--- config.mk ---
export PLATFORM = sky130hd
export DESIGN_NAME = lcd_8080_writer_flat
export DESIGN_NICKNAME = d
export VERILOG_FILES = /design/src/rtl/lcd_8080_writer_if.sv /design/src/rtl/lcd_8080_writer.sv /design/src/flat_wrapper.sv
export SDC_FILE = /design/constraint.sdc
export NUM_CORES = 1
export LEC_CHECK = 0
export BUFFER_PORTS_ARGS = -buffer_cell sky130_fd_sc_hd__buf_4
export CAP_MARGIN = 0
export CORE_UTILIZATION = 38
export CTS_BUF_LIST = sky130_fd_sc_hd__clkbuf_8 sky130_fd_sc_hd__clkbuf_16
export DETAILED_ROUTE_END_ITERATION = 8
export PLACE_DENSITY = 0.69
export SLEW_MARGIN = 15
export SYNTH_ARGS = -nofsm -noshare
export SYNTH_HDL_FRONTEND = slang
export SYNTH_SLANG_ARGS = --single-unit
--- constraint.sdc ---
create_clock -name clk -period 3.9 [get_ports clk]
set_input_delay 0.585 -clock clk [delete_from_list [all_inputs] [get_ports clk]]
set_output_delay 0.585 -clock clk [all_outputs]
set_load 0.05 [all_outputs]
--- src/rtl/lcd_8080_writer_if.sv ---
// Bundles the upstream word handshake and the panel-side 8080 conduit pins of lcd_8080_writer.
// The slave modport is the writer itself; the master modport is the side that feeds it words.
interface lcd_8080_writer_if;
  logic        in_valid;
  logic        in_ready;
  logic [15:0] in_data;
  logic        in_is_cmd;
  logic        panel_reset_req;
  logic        busy;
  logic        lcd_cs;
  logic        lcd_wr;
  logic        lcd_rd;
  logic        lcd_c_d;
  logic [15:0] lcd_data;
  logic        lcd_res;
  logic        lcd_im0;

  modport master (
    output in_valid, in_data, in_is_cmd, panel_reset_req,
    input  in_ready, busy, lcd_cs, lcd_wr, lcd_rd, lcd_c_d, lcd_data, lcd_res, lcd_im0
  );

  modport slave (
    input  in_valid, in_data, in_is_cmd, panel_reset_req,
    output in_ready, busy, lcd_cs, lcd_wr, lcd_rd, lcd_c_d, lcd_data, lcd_res, lcd_im0
  );
endinterface

--- src/rtl/lcd_8080_writer.sv ---
// 8080-style 16-bit LCD write front end: turns accepted command/data words into timed
// CS/WR/C_D/DATA cycles and sequences the panel hardware reset on RES.
module lcd_8080_writer #(
  parameter int unsigned CS_SETUP_CYCLES   = 1,
  parameter int unsigned WR_LOW_CYCLES     = 2,
  parameter int unsigned WR_HIGH_CYCLES    = 2,
  parameter int unsigned CS_IDLE_CYCLES    = 4,
  parameter int unsigned RESET_LOW_CYCLES  = 500,
  parameter int unsigned RESET_WAIT_CYCLES = 6000,
  parameter logic        IM0_VALUE         = 1'b1
) (
  input  logic             clk,
  input  logic             reset_n,
  lcd_8080_writer_if.slave bus
);

  localparam logic [15:0] CS_SETUP_N   = 16'(CS_SETUP_CYCLES);
  localparam logic [15:0] WR_LOW_N     = 16'(WR_LOW_CYCLES);
  localparam logic [15:0] WR_HIGH_N    = 16'(WR_HIGH_CYCLES);
  localparam logic [15:0] CS_IDLE_N    = 16'(CS_IDLE_CYCLES);
  localparam logic [15:0] RESET_LOW_N  = 16'(RESET_LOW_CYCLES);
  localparam logic [15:0] RESET_WAIT_N = 16'(RESET_WAIT_CYCLES);

  typedef enum logic [2:0] {
    RST_LOW, RST_WAIT, IDLE, SETUP, WR_LOW, WR_HIGH, HOLD
  } state_t;

  state_t      state_q, state_d;
  logic [15:0] cnt_q, cnt_d;
  logic [15:0] data_q, data_d;
  logic        cs_q, cs_d;
  logic        wr_q, wr_d;
  logic        res_q, res_d;
  logic        cd_q, cd_d;
  logic        ready_q, ready_d;
  logic        busy_q, busy_d;
  logic        pend_q, pend_d;

  logic        rst_req;
  logic        accept;
  logic        cnt_last;
  logic        take_rst;

  always_comb begin
    rst_req  = pend_q | bus.panel_reset_req;
    // A reset request arriving in the same cycle as a valid word wins over the word.
    accept   = bus.in_valid & ready_q & ~bus.panel_reset_req;
    cnt_last = (cnt_q <= 16'd1);
    take_rst = 1'b0;

    state_d  = state_q;
    cnt_d    = cnt_q;
    data_d   = data_q;
    cs_d     = cs_q;
    wr_d     = wr_q;
    res_d    = res_q;
    cd_d     = cd_q;
    pend_d   = rst_req;

    case (state_q)
      RST_LOW: begin
        pend_d = 1'b0;
        if (bus.panel_reset_req) begin
          take_rst = 1'b1;
        end else if (cnt_last) begin
          state_d = RST_WAIT;
          cnt_d   = RESET_WAIT_N;
          res_d   = 1'b1;
        end else begin
          cnt_d = cnt_q - 16'd1;
        end
      end
      RST_WAIT: begin
        pend_d = 1'b0;
        if (bus.panel_reset_req) begin
          take_rst = 1'b1;
        end else if (cnt_last) begin
          state_d = IDLE;
        end else begin
          cnt_d = cnt_q - 16'd1;
        end
      end
      IDLE: begin
        if (rst_req) begin
          take_rst = 1'b1;
        end else if (accept) begin
          state_d = SETUP;
          cnt_d   = CS_SETUP_N;
          data_d  = bus.in_data;
          cd_d    = ~bus.in_is_cmd;
        end
      end
      // CS drops on the first SETUP cycle, so WR falls CS_SETUP cycles after CS.
      SETUP: begin
        cs_d = 1'b0;
        if (cnt_q == 16'd0) begin
          state_d = WR_LOW;
          wr_d    = 1'b0;
          cnt_d   = WR_LOW_N;
        end else begin
          cnt_d = cnt_q - 16'd1;
        end
      end
      WR_LOW: begin
        if (cnt_last) begin
          state_d = WR_HIGH;
          wr_d    = 1'b1;
          cnt_d   = WR_HIGH_N;
        end else begin
          cnt_d = cnt_q - 16'd1;
        end
      end
      WR_HIGH: begin
        if (cnt_last) begin
          if (rst_req) begin
            take_rst = 1'b1;
          end else begin
            state_d = HOLD;
            cnt_d   = CS_IDLE_N;
          end
        end else begin
          cnt_d = cnt_q - 16'd1;
        end
      end
      HOLD: begin
        if (rst_req) begin
          take_rst = 1'b1;
        end else if (accept) begin
          state_d = WR_LOW;
          wr_d    = 1'b0;
          cnt_d   = WR_LOW_N;
          data_d  = bus.in_data;
          cd_d    = ~bus.in_is_cmd;
        end else if (cnt_last) begin
          state_d = IDLE;
          cs_d    = 1'b1;
        end else begin
          cnt_d = cnt_q - 16'd1;
        end
      end
      default: take_rst = 1'b1;
    endcase

    if (take_rst) begin
      state_d = RST_LOW;
      cnt_d   = RESET_LOW_N;
      res_d   = 1'b0;
      cs_d    = 1'b1;
      wr_d    = 1'b1;
      pend_d  = 1'b0;
    end

    ready_d = ((state_d == IDLE) || (state_d == HOLD)) && !pend_d;
    busy_d  = (state_d != IDLE);
  end

  always_ff @(posedge clk or negedge reset_n) begin
    if (!reset_n) begin
      state_q <= RST_LOW;
      cnt_q   <= RESET_LOW_N;
      data_q  <= 16'h0000;
      cs_q    <= 1'b1;
      wr_q    <= 1'b1;
      res_q   <= 1'b0;
      cd_q    <= 1'b1;
      ready_q <= 1'b0;
      busy_q  <= 1'b1;
      pend_q  <= 1'b0;
    end else begin
      state_q <= state_d;
      cnt_q   <= cnt_d;
      data_q  <= data_d;
      cs_q    <= cs_d;
      wr_q    <= wr_d;
      res_q   <= res_d;
      cd_q    <= cd_d;
      ready_q <= ready_d;
      busy_q  <= busy_d;
      pend_q  <= pend_d;
    end
  end

  assign bus.in_ready = ready_q;
  assign bus.busy     = busy_q;
  assign bus.lcd_cs   = cs_q;
  assign bus.lcd_wr   = wr_q;
  assign bus.lcd_rd   = 1'b1;
  assign bus.lcd_c_d  = cd_q;
  assign bus.lcd_data = data_q;
  assign bus.lcd_res  = res_q;
  assign bus.lcd_im0  = IM0_VALUE;

endmodule

--- src/flat_wrapper.sv ---
// flat-port wrapper written by rule: the top's interface ports become plain ports
module lcd_8080_writer_flat 
#(
  parameter int unsigned CS_SETUP_CYCLES   = 1,
  parameter int unsigned WR_LOW_CYCLES     = 2,
  parameter int unsigned WR_HIGH_CYCLES    = 2,
  parameter int unsigned CS_IDLE_CYCLES    = 4,
  parameter int unsigned RESET_LOW_CYCLES  = 500,
  parameter int unsigned RESET_WAIT_CYCLES = 6000,
  parameter logic        IM0_VALUE         = 1'b1
)
  (clk, reset_n, bus_in_valid, bus_in_data, bus_in_is_cmd, bus_panel_reset_req, bus_in_ready, bus_busy, bus_lcd_cs, bus_lcd_wr, bus_lcd_rd, bus_lcd_c_d, bus_lcd_data, bus_lcd_res, bus_lcd_im0);
  lcd_8080_writer_if bus_i ();
  input  logic clk;
  input  logic reset_n;
  input wire logic [$bits(bus_i.in_valid)-1:0] bus_in_valid;
  input wire logic [$bits(bus_i.in_data)-1:0] bus_in_data;
  input wire logic [$bits(bus_i.in_is_cmd)-1:0] bus_in_is_cmd;
  input wire logic [$bits(bus_i.panel_reset_req)-1:0] bus_panel_reset_req;
  output wire logic [$bits(bus_i.in_ready)-1:0] bus_in_ready;
  output wire logic [$bits(bus_i.busy)-1:0] bus_busy;
  output wire logic [$bits(bus_i.lcd_cs)-1:0] bus_lcd_cs;
  output wire logic [$bits(bus_i.lcd_wr)-1:0] bus_lcd_wr;
  output wire logic [$bits(bus_i.lcd_rd)-1:0] bus_lcd_rd;
  output wire logic [$bits(bus_i.lcd_c_d)-1:0] bus_lcd_c_d;
  output wire logic [$bits(bus_i.lcd_data)-1:0] bus_lcd_data;
  output wire logic [$bits(bus_i.lcd_res)-1:0] bus_lcd_res;
  output wire logic [$bits(bus_i.lcd_im0)-1:0] bus_lcd_im0;
  assign bus_i.in_valid = bus_in_valid;
  assign bus_i.in_data = bus_in_data;
  assign bus_i.in_is_cmd = bus_in_is_cmd;
  assign bus_i.panel_reset_req = bus_panel_reset_req;
  assign bus_in_ready = bus_i.in_ready;
  assign bus_busy = bus_i.busy;
  assign bus_lcd_cs = bus_i.lcd_cs;
  assign bus_lcd_wr = bus_i.lcd_wr;
  assign bus_lcd_rd = bus_i.lcd_rd;
  assign bus_lcd_c_d = bus_i.lcd_c_d;
  assign bus_lcd_data = bus_i.lcd_data;
  assign bus_lcd_res = bus_i.lcd_res;
  assign bus_lcd_im0 = bus_i.lcd_im0;
  lcd_8080_writer #(.CS_SETUP_CYCLES(CS_SETUP_CYCLES), .WR_LOW_CYCLES(WR_LOW_CYCLES), .WR_HIGH_CYCLES(WR_HIGH_CYCLES), .CS_IDLE_CYCLES(CS_IDLE_CYCLES), .RESET_LOW_CYCLES(RESET_LOW_CYCLES), .RESET_WAIT_CYCLES(RESET_WAIT_CYCLES), .IM0_VALUE(IM0_VALUE)) u_core (.clk(clk), .reset_n(reset_n), .bus(bus_i));
endmodule
==> reports/results.ini, run 1 <==
[status]
status = complete, no violations

[power_and_ir_drop]
leakagePower_nw = 1.270
switchingPower_mw = 0.1930
internal-power_mw = 0.5792
p_clk_share_pct = 39.4
peakVddDrop_mv = 0.1957
combPwrFrac_pct = 4.1
powerDensity_mw_per_mm2 = 261.3
switching_share_pct = 24.99
p_seq_share_pct = 56.5

[cts]
h-tree-depth = 2
cts_tree = built
numClockSinks = 42
insertion_delay_ns = 0.31
cts_resized = 0
cts-root-buf = clkbuf_8
numCtsBuffers = 5
clockBufferDepth = 2
holdBufCountCts = 0
clk_pin_slew_ns = 0.10
postCtsSetupRepairBufs = 0

[die]
io_pins = 45
core_area_sq_mm = 0.006386
num_rows = 29
die_y_um = 83.46
die_area_sq_mm = 0.006965
die_x_um = 83.46
start_util_pct = 39.48

[route]
ant_nets = 0
wirelength_um = 6088
vias = 2253
avgViaCountPerCell = 6.040
drtIter0Drc = 180
drt-wirelength-per-cell_um = 16.32
drc_errors = 0
first_pass_iters = 5

[global_routing]
gr-total-overflow = 0
antenna_found_initial = 0
grt_pass1_wl_um = 10160
grt_max_degree = 43
first_global_vias = 2050
grt_usage_pct = 18.20

[synth]
ys_seq_elements = 42
netlist_area_sq_mm = 0.002521
synth_cell_types = 62
synth.top_cells.by_count = dfrtp_1, nand2_1, a21oi_1, mux2_2, nor2_1
synth_top_flop_cell = dfrtp_1
synth_xor_area_share_pct = 1.042
synth_edf_count = 0
ys_seq_area_share_pct = 42.18
synthSimpleGateAreaFrac_pct = 20.15
syn_inst = 262
yosys-top-cells-area = dfrtp_1, dfstp_2, mux2_2
synth_compound_area_share_pct = 23.03
synth_top_family_by_area = compound AO/OA/AOI/OAI gates
synth-adder-area-share_pct = 1.985
syn_avg_cell_area_sq_um = 9.623
yosysTopAreaCellShare_pct = 31.76
muxShareOfSynthArea_pct = 7.146
synth_top_area_cell = dfrtp_1
synth-async-reset-ratio_pct = 100.0
ys_warn_count = 0
synth.most_common_cell = dfrtp_1

[timing]
hold_viol = 0
max_freq_ghz = 0.3456
relSlewSlack_pct = 49.95
drv_slew = 0
tns_ns = 0
holdWs_ns = 0.2501
post-route-period-util_pct = 74.19
worst_pin_slew_ns = 0.7467
fin_worst_skew_ns = 0.01237
setup_viol = 0
rsz0062_at_grt = false
period_needed_ns = 2.893

[finish]
fin_util_pct = 46.28
area_growth_syn_to_layout_pct = 17.22
diodes = 0
drive_above_1_share_pct = 32.09
nFillCells = 614
finalNetCount = 320

[worst_setup_path]
worst_setup_path_start_kind = flip-flop
rr_startpoint = u_core.cnt_q[10]$_DFFE_PN0P_
critPathBufInv = 1
worst_r2r_endpoint = u_core.cnt_q[0]$_DFFE_PN0P_
cp_max_fo = 8
path_depth = 9
crit_type = flip-flop to flip-flop
endpoint_kind = flip-flop
crit_slowest_cell = dfrtp_1
crit_required_ns = 4.12
r2r_cells = 9
cp_slowest_stage_delay_ns = 0.44
rrSetupSlack_ns = 1.01
crit_family = simple AND/OR/NAND/NOR gates
cp_cell_sequence = nor4_2, nand4_1, nor2_2, inv_1, ha_1, o211ai_1, o21ai_0, o21a_1, a221oi_1
worst_ep_arrival_time_ns = 3.11

[placed_design]
portBuffers = 42
gp_congestion = 0.9291
hpwl_um = 4350

[flow_run]
maxCapViolCount = 0

[hold_path]
hold_class = input pin to asynchronous set/reset pin

==> cell type report <==
class                   count  area [sq um]  share of cell area [%]
multi-input cells         195          1353                   45.77
flip-flops and latches     42          1064                   35.99
repair buffers             42         315.3                   10.67
well taps                  77         96.34                   3.260
clock buffers               5         68.82                   2.329
inverters                   9         33.78                   1.143
clock inverters             3         25.02                  0.8467
==> per-layer routing <==
| layer | vias to the layer above | share of wire [%] | GRT usage (%) |
|---|---|---|---|
| met4 | 0 | 2.2 | 6.317 |
| met1 | 1094 | 44 | 25.59 |
| met2 | 90 | 47 | 28.54 |
| li1 | 1057 | - | - |
| met5 | - | 0 | 0 |
| met3 | 12 | 6.4 | 2.967 |
==> power groups by stage <==
stage	clock network, mW	logic, mW	registers, mW
after floorplan	0	0.00635	0.447
after global placement	0	0.0318	0.445
after detailed placement	0	0.0323	0.445
after CTS	0.312	0.0324	0.437
after global routing	0.325	0.0348	0.437
final	0.304	0.0315	0.437
==> metrics by stage <==
step / area (sq um) / instances / power (mW) / setup WS, ns
after floorplan: 2525 / 263 / 0.4530 / 1.321
after global placement: 2861 / 365 / 0.4764 / 1.048
after detailed placement: 2861 / 365 / 0.4770 / 1.023
after CTS: 2955 / 373 / 0.7806 / 1.053
after global routing: 2955 / 373 / 0.7961 / 0.7714
final: 2955 / 373 / 0.7721 / 1.007
==> placed cells by master (no fill, tap or decap), drive strengths merged, types with 7 or more instances in the layout <==
cell | Yosys | routed
a211oi | 7 | 7
a21oi | 17 | 17
buf | 7 | 42
dfrtp | 32 | 32
dfstp | 10 | 10
inv | 9 | 10
mux2 | 16 | 16
nand2 | 19 | 19
nand3 | 8 | 8
nor2 | 18 | 18
nor3 | 8 | 8
o21ai | 11 | 11
or3 | 7 | 7
==> kinds of logic (layout without fill, tap and decap cells) <==
| group | Yosys count | count (layout) |
|---|---|---|
| simple gates | 91 | 91 |
| flops | 42 | 42 |
| compound gates | 79 | 79 |
| buf+inv | 26 | 59 |
| mux | 16 | 16 |
| other cells | 1 | 2 |
| xor+xnor | 3 | 3 |
| fa+ha+maj | 4 | 4 |
==> worst max-delay path by stage <==
stage	startpoint	to	slack (ns)
6_report	u_core.cnt_q[10]$_DFFE_PN0P_	u_core.cnt_q[0]$_DFFE_PN0P_	1.01
5_1_grt	u_core.cnt_q[10]$_DFFE_PN0P_	u_core.cnt_q[0]$_DFFE_PN0P_	0.77
4_1_cts	u_core.cnt_q[10]$_DFFE_PN0P_	u_core.cnt_q[0]$_DFFE_PN0P_	1.05
3_5_place_dp	bus_panel_reset_req	u_core.cnt_q[11]$_DFFE_PN0P_	1.02
3_3_place_gp	bus_panel_reset_req	u_core.cnt_q[11]$_DFFE_PN0P_	1.05
2_1_floorplan	u_core.cnt_q[1]$_DFFE_PN0P_	u_core.cnt_q[14]$_DFFE_PN0P_	1.32
(Power assumes the default switching activity.)
==> inputs of run 2 (changes only) <==
ABC_AREA = 1   (was default)
PLACE_DENSITY = 0.71   (was 0.69)
clock period = 2.6 ns   (was 3.9 ns; I/O delays follow)
==> run 2 against run 1 <==
Compared with the run above:
- area after synthesis grew 6.3%
- cell area grew 6.6%
- maximum frequency grew 31%
- non-clock buffer count grew 1
- global-route usage grew 0.43 points
- critical endpoint is now u_core.cnt_q[15]$_DFFE_PN0P_
- utilization grew 0.11 points
- largest power group unchanged
- combinational power grew to 9.0 times the previous value
- first-iteration DRC count shrank 6.1%
- worst hold slack lost 0.20 ns
- flip-flop and latch count is the same
==> reports/results.ini, run 2 <==
[worst_setup_path]
worst_setup_path_start_kind = flip-flop
worst_ep_arrival_time_ns = 2.44
crit_family = simple AND/OR/NAND/NOR gates
critPathBufInv = 3
endpoint_kind = flip-flop
crit_slowest_cell = dfrtp_1
crit_required_ns = 2.82
cp_slowest_stage_delay_ns = 0.39
cp_cell_sequence = inv_1, ha_1, nor2_1, inv_1, nand4_2, nand2_1, nand2_2, nand2_2, inv_2, nand2_8, o21ai_0
crit_type = flip-flop to flip-flop
cp_max_fo = 20

[global_routing]
grt_usage_pct = 18.63
antenna_found_initial = 0
grt_pass1_wl_um = 10930
first_global_vias = 2351
grt_max_degree = 43
gr-total-overflow = 0

[cts]
clk_pin_slew_ns = 0.08
postCtsSetupRepairBufs = 0
cts_tree = built
numClockSinks = 42
h-tree-depth = 2
holdBufCountCts = 0
cts-root-buf = clkbuf_8
insertion_delay_ns = 0.30
clockBufferDepth = 2
numCtsBuffers = 5
cts_resized = 0

[finish]
finalNetCount = 434
area_growth_syn_to_layout_pct = 17.60
seqCellArea_sq_mm = 0.001064
drive_above_1_share_pct = 22.68
multi_input_area_sq_mm = 0.001394
final_cell_area_sq_mm = 0.003152
diodes = 0
nFillCells = 677
layout_commonest_cell = nand2_1
mostFrequentLayoutCells = nand2_1, nor2_1, buf_4, inv_1

[placed_design]
dp_worst_setup_slack_ns = 0.4034
gp_congestion = 0.9313
portBuffers = 42
postPlaceCellArea_sq_mm = 0.003062
hpwl_um = 4829

[timing]
post-route-worst-setup-slack_ns = 0.3871
post-route-period-util_pct = 85.11
max_freq_ghz = 0.4519
setup_viol = 0
relSlewSlack_pct = 51.89
fin_worst_skew_ns = 0.004471
worst_pin_slew_ns = 0.7216
hold_viol = 0
period_needed_ns = 2.213
tns_ns = 0
rsz0062_at_grt = false
drv_slew = 0

[die]
start_util_pct = 39.45
io_pins = 45
die_y_um = 85.98
core_area_sq_mm = 0.006794
die_area_sq_mm = 0.007393
num_rows = 30
die_x_um = 85.98

[synth]
synth.top_cells.by_count = nand2_1, nor2_1, inv_1, dfrtp_1, nand3_1
ys_warn_count = 0
synth_top_area_cell = dfrtp_1
synth-async-reset-ratio_pct = 100.0
synth_edf_count = 0
yosysTopAreaCellShare_pct = 29.88
synth_cell_types = 37
syn_inst = 367
netlist_area_sq_mm = 0.002680
syn_avg_cell_area_sq_um = 7.303
synth_top_flop_cell = dfrtp_1
yosys-top-cells-area = dfrtp_1, nand2_1, dfstp_2
ys_seq_area_share_pct = 39.68
synth.most_common_cell = nand2_1
ys_seq_elements = 42

[route]
first_pass_iters = 4
ant_nets = 0
drt-wirelength-per-cell_um = 12.56
avgViaCountPerCell = 4.798
wirelength_um = 6354
drtIter0Drc = 169
drc_errors = 0
vias = 2428

[status]
status = complete, no violations

[flow_run]
maxCapViolCount = 0

[power_and_ir_drop]
peakVddDrop_mv = 0.2063
powerDensity_mw_per_mm2 = 464.0
leakagePower_nw = 1.653

[hold_path]
hold_class = input pin to asynchronous set/reset pin

## run 2: cell count changes in the layout (fill, tap and decap cells not counted), sizes merged, moves of 11 or more
cell and delta:
inv +33, mux2 -16, nand2 +100, nand3 +27
nor2 +35, o21ai +11
## run 2: layout make-up
| class | count | area share, % |
|---|---|---|
| clock buffer | 5 | 2.183 |
| clock inverter | 3 | 0.6749 |
| inverter | 43 | 5.121 |
| multi-input combinational | 274 | 44.22 |
| sequential | 42 | 33.74 |
| tap | 96 | 3.811 |
| timing repair buffer | 43 | 10.24 |
## run 2: metal layers
layer / vias to the layer above / global-route usage, % / part of all wire [%]
li1: 1243 / - / -
met1: 1098 / 25.65 / 49
met2: 80 / 28.64 / 44
met3: 7 / 4.235 / 5.8
met4: 0 / 6.818 / 1.4
met5: - / 0 / 0
## run 2: power by group
group / internal [mW] / leakage [nW] / switching (mW)
clock: 0.189 / 0.0441 / 0.245
combinational: 0.102 / 1.06 / 0.181
sequential: 0.702 / 0.548 / 0.0437
## run 2: metrics by stage
step	hold slack [ns]	util (%)	total power, mW	std cells
2_1_floorplan	0.09441	-	0.9512	368
3_3_place_gp	0.4111	45.06	1.027	498
3_5_place_dp	0.4144	45.06	1.039	498
4_1_cts	0.07958	46.39	1.477	506
5_1_grt	0.1072	46.39	1.555	506
6_report	0.05110	46.39	1.462	506
## run 2: worst reg2reg max path: cells and delay by family, from the launching register on
kind | cells | cell delay (ns)
buffers and inverters | 3 | 0.63
AOI/OAI and AO/OA | 1 | 0.18
DFF | 1 | 0.39
and+or+nand+nor | 6 | 0.67
adders and majority gates | 1 | 0.26
## run 2: cell families (layout without fill, tap and decap cells)
group,after synthesis,in the layout,share of synthesized area (%)
adders and majority gates,4,4,1.867
buffers and inverters,52,94,8.450
xor gates and xnor gates,10,10,3.268
and+or+nand+nor,222,222,39.03
AOI/OAI and AO/OA,36,36,7.563
other,1,2,0.1399
DFF,42,42,39.68
## run 2: worst paths after layout
path	startpoint	endpoint	slack (ns)	cells past startpoint
min reg2reg	u_core.bus.lcd_wr$_DFFE_PN1P_	u_core.bus.lcd_wr$_DFFE_PN1P_	0.48	2
min	reset_n	u_core.cnt_q[1]$_DFFE_PN0P_	0.05	1
max	u_core.cnt_q[0]$_DFFE_PN0P_	u_core.cnt_q[15]$_DFFE_PN0P_	0.39	11
max in group asynchronous	reset_n	u_core.bus.busy$_DFF_PN1_	2.17	1
max reg2reg	u_core.cnt_q[0]$_DFFE_PN0P_	u_core.cnt_q[15]$_DFFE_PN0P_	0.39	11
min in group clk	bus_in_is_cmd	u_core.bus.lcd_c_d$_DFFE_PN1P_	0.23	2
==> inputs of run 3 (changes only) <==
ABC_AREA = 0   (was 1)
==> run 3 against run 2 <==
Compared with the run above:
- critical path depth is 3 lower
- worst hold slack better by 0.024 ns
- die area shrank 5.8%
- flip-flop and latch count unchanged
- sequential share of layout area about the same
- final cell count down 22%
- global-route usage increased by 0.87 points
- first-iteration DRC count decreased by 9.5%
- cell area is essentially flat
- register-to-register slack worse by 0.30 ns
==> reports/results.ini, run 3 (synthesis gave the netlist of run 1 again) <==
[die]
core_area_sq_mm = 0.006386
die_x_um = 83.46
io_pins = 45
start_util_pct = 39.48
num_rows = 29
die_area_sq_mm = 0.006965
die_y_um = 83.46

[worst_setup_path]
cp_slowest_stage_delay_ns = 0.50
crit_type = flip-flop to flip-flop
crit_family = simple AND/OR/NAND/NOR gates
crit_required_ns = 2.84
critPathBufInv = 1
endpoint_kind = flip-flop
worst_ep_arrival_time_ns = 2.75
worst_setup_path_start_kind = flip-flop
cp_cell_sequence = inv_1, ha_4, or3b_4, or4_4, or3_1, or2_0, a211oi_2, a21o_1
cp_max_fo = 5
crit_slowest_cell = or4_4
rrSetupSlack_ns = 0.09

[route]
wirelength_um = 6597
drc_errors = 0
first_pass_iters = 5
avgViaCountPerCell = 5.884
ant_nets = 0
drt-wirelength-per-cell_um = 16.70
drtIter0Drc = 153
vias = 2324

[placed_design]
portBuffers = 42
hpwl_um = 4688
gp_congestion = 0.8982
postPlaceCellArea_sq_mm = 0.003012

[finish]
diodes = 0
area_growth_syn_to_layout_pct = 25.06
mostFrequentLayoutCells = buf_4, dfrtp_1, nand2_1, a21oi_1
finalNetCount = 342
layout_commonest_cell = buf_4
drive_above_1_share_pct = 37.74
final_cell_area_sq_mm = 0.003153

[power_and_ir_drop]
leakagePower_nw = 1.389
powerDensity_mw_per_mm2 = 356.7
switching_share_pct = 23.49
p_clk_share_pct = 37.6
p_seq_share_pct = 58.2
peakVddDrop_mv = 0.2394
switchingPower_mw = 0.2642
internal-power_mw = 0.8605
combPwrFrac_pct = 4.2

[status]
status = complete, no violations

[timing]
drv_slew = 0
post-route-period-util_pct = 96.69
relSlewSlack_pct = 60.41
setup_viol = 0
period_needed_ns = 2.514
max_freq_ghz = 0.3978
worst_pin_slew_ns = 0.5938
holdWs_ns = 0.07547
fin_worst_skew_ns = 0.01254
hold_viol = 0

[hold_path]
hold_class = input pin to asynchronous set/reset pin

[cts]
clk_pin_slew_ns = 0.09
holdBufCountCts = 0
numClockSinks = 42
clockBufferDepth = 2
cts_tree = built
numCtsBuffers = 5
h-tree-depth = 2
insertion_delay_ns = 0.30
cts-root-buf = clkbuf_8

[global_routing]
grt_usage_pct = 19.50
first_global_vias = 2245
antenna_found_initial = 0
grt_max_degree = 43
grt_pass1_wl_um = 10900
gr-total-overflow = 0

[flow_run]
maxCapViolCount = 0

run 3: changes by cell type in the layout (fill, tap and decap cells not counted), moves of 10 or more:
cell     before  now
a21oi_1       7   17
buf_4        43   64
inv_1        39   10
mux2_2        0   16
nand2_1     110   19
nand3_1      32    8
nor2_1       44   16
run 3: layer usage:
metal	vias up	GRT usage, %	routed length [um]
met1	1117	26.18	2938
li1	1102	-	-
met4	0	8.629	91
met3	10	3.264	362
met5	-	0	0
met2	95	31.07	3205
run 3: repair_timing:
action / CTS / global route
buffers inserted: 0 / 2
gates resized for setup: 0 / 8
endpoints found under the setup margin: 0 / 9
hold endpoints to repair: 0 / 0
run 3: layout make-up:
type / count / area [sq um]
Timing Repair Buffer: 64 / 480.5
Clock inverter: 3 / 17.52
Clock buffer: 5 / 68.82
Multi-Input combinational cell: 195 / 1393
Tap cell: 77 / 96.34
Sequential cell: 42 / 1064
Inverter: 9 / 33.78
Fill cell: 602 / 3233
run 3: path summary, 6_finish.rpt:
| path | from | cells past startpoint | end |
|---|---|---|---|
| max reg2reg | u_core.cnt_q[0]$_DFFE_PN0P_ | 8 | u_core.cnt_q[14]$_DFFE_PN0P_ |
| max | u_core.cnt_q[0]$_DFFE_PN0P_ | 8 | u_core.cnt_q[14]$_DFFE_PN0P_ |
| min reg2reg | u_core.bus.lcd_c_d$_DFFE_PN1P_ | 2 | u_core.bus.lcd_c_d$_DFFE_PN1P_ |
| max in group asynchronous | reset_n | 1 | u_core.bus.lcd_cs$_DFFE_PN1P_ |
| min in group clk | bus_in_is_cmd | 2 | u_core.bus.lcd_c_d$_DFFE_PN1P_ |
| min | reset_n | 1 | u_core.cnt_q[11]$_DFFE_PN0P_ |
run 3: worst reg2reg max path, delay by kind of cell (launching register included):
family                     cells  cell delay [ns]
AOI/OAI and AO/OA              2             0.33
adders and majority gates      1             0.17
buffers and inverters          1             0.12
DFF                            1             0.38
and+or+nand+nor                4             1.46
run 3: power groups by stage:
stage	combinational [mW]	sequential, mW	clock (mW)
after floorplan	0.00952	0.670	0
after global placement	0.0482	0.667	0
after detailed placement	0.0491	0.667	0
after CTS	0.0491	0.655	0.437
after global routing	0.0528	0.655	0.460
final	0.0473	0.655	0.423
run 3: metrics by stage:
stage               instances  setup WS (ns)  total power, mW  util [%]  TNS [ns]
floorplan                 263        0.02113           0.6795         -         0
finish                    395        0.08598            1.125     49.37         0
global placement          385         0.1452           0.7152     47.16         0
global route              395       -0.01297            1.167     49.37  -0.01297
CTS                       393        0.02570            1.141     48.51         0
detailed placement        385        0.04833           0.7161     47.16         0
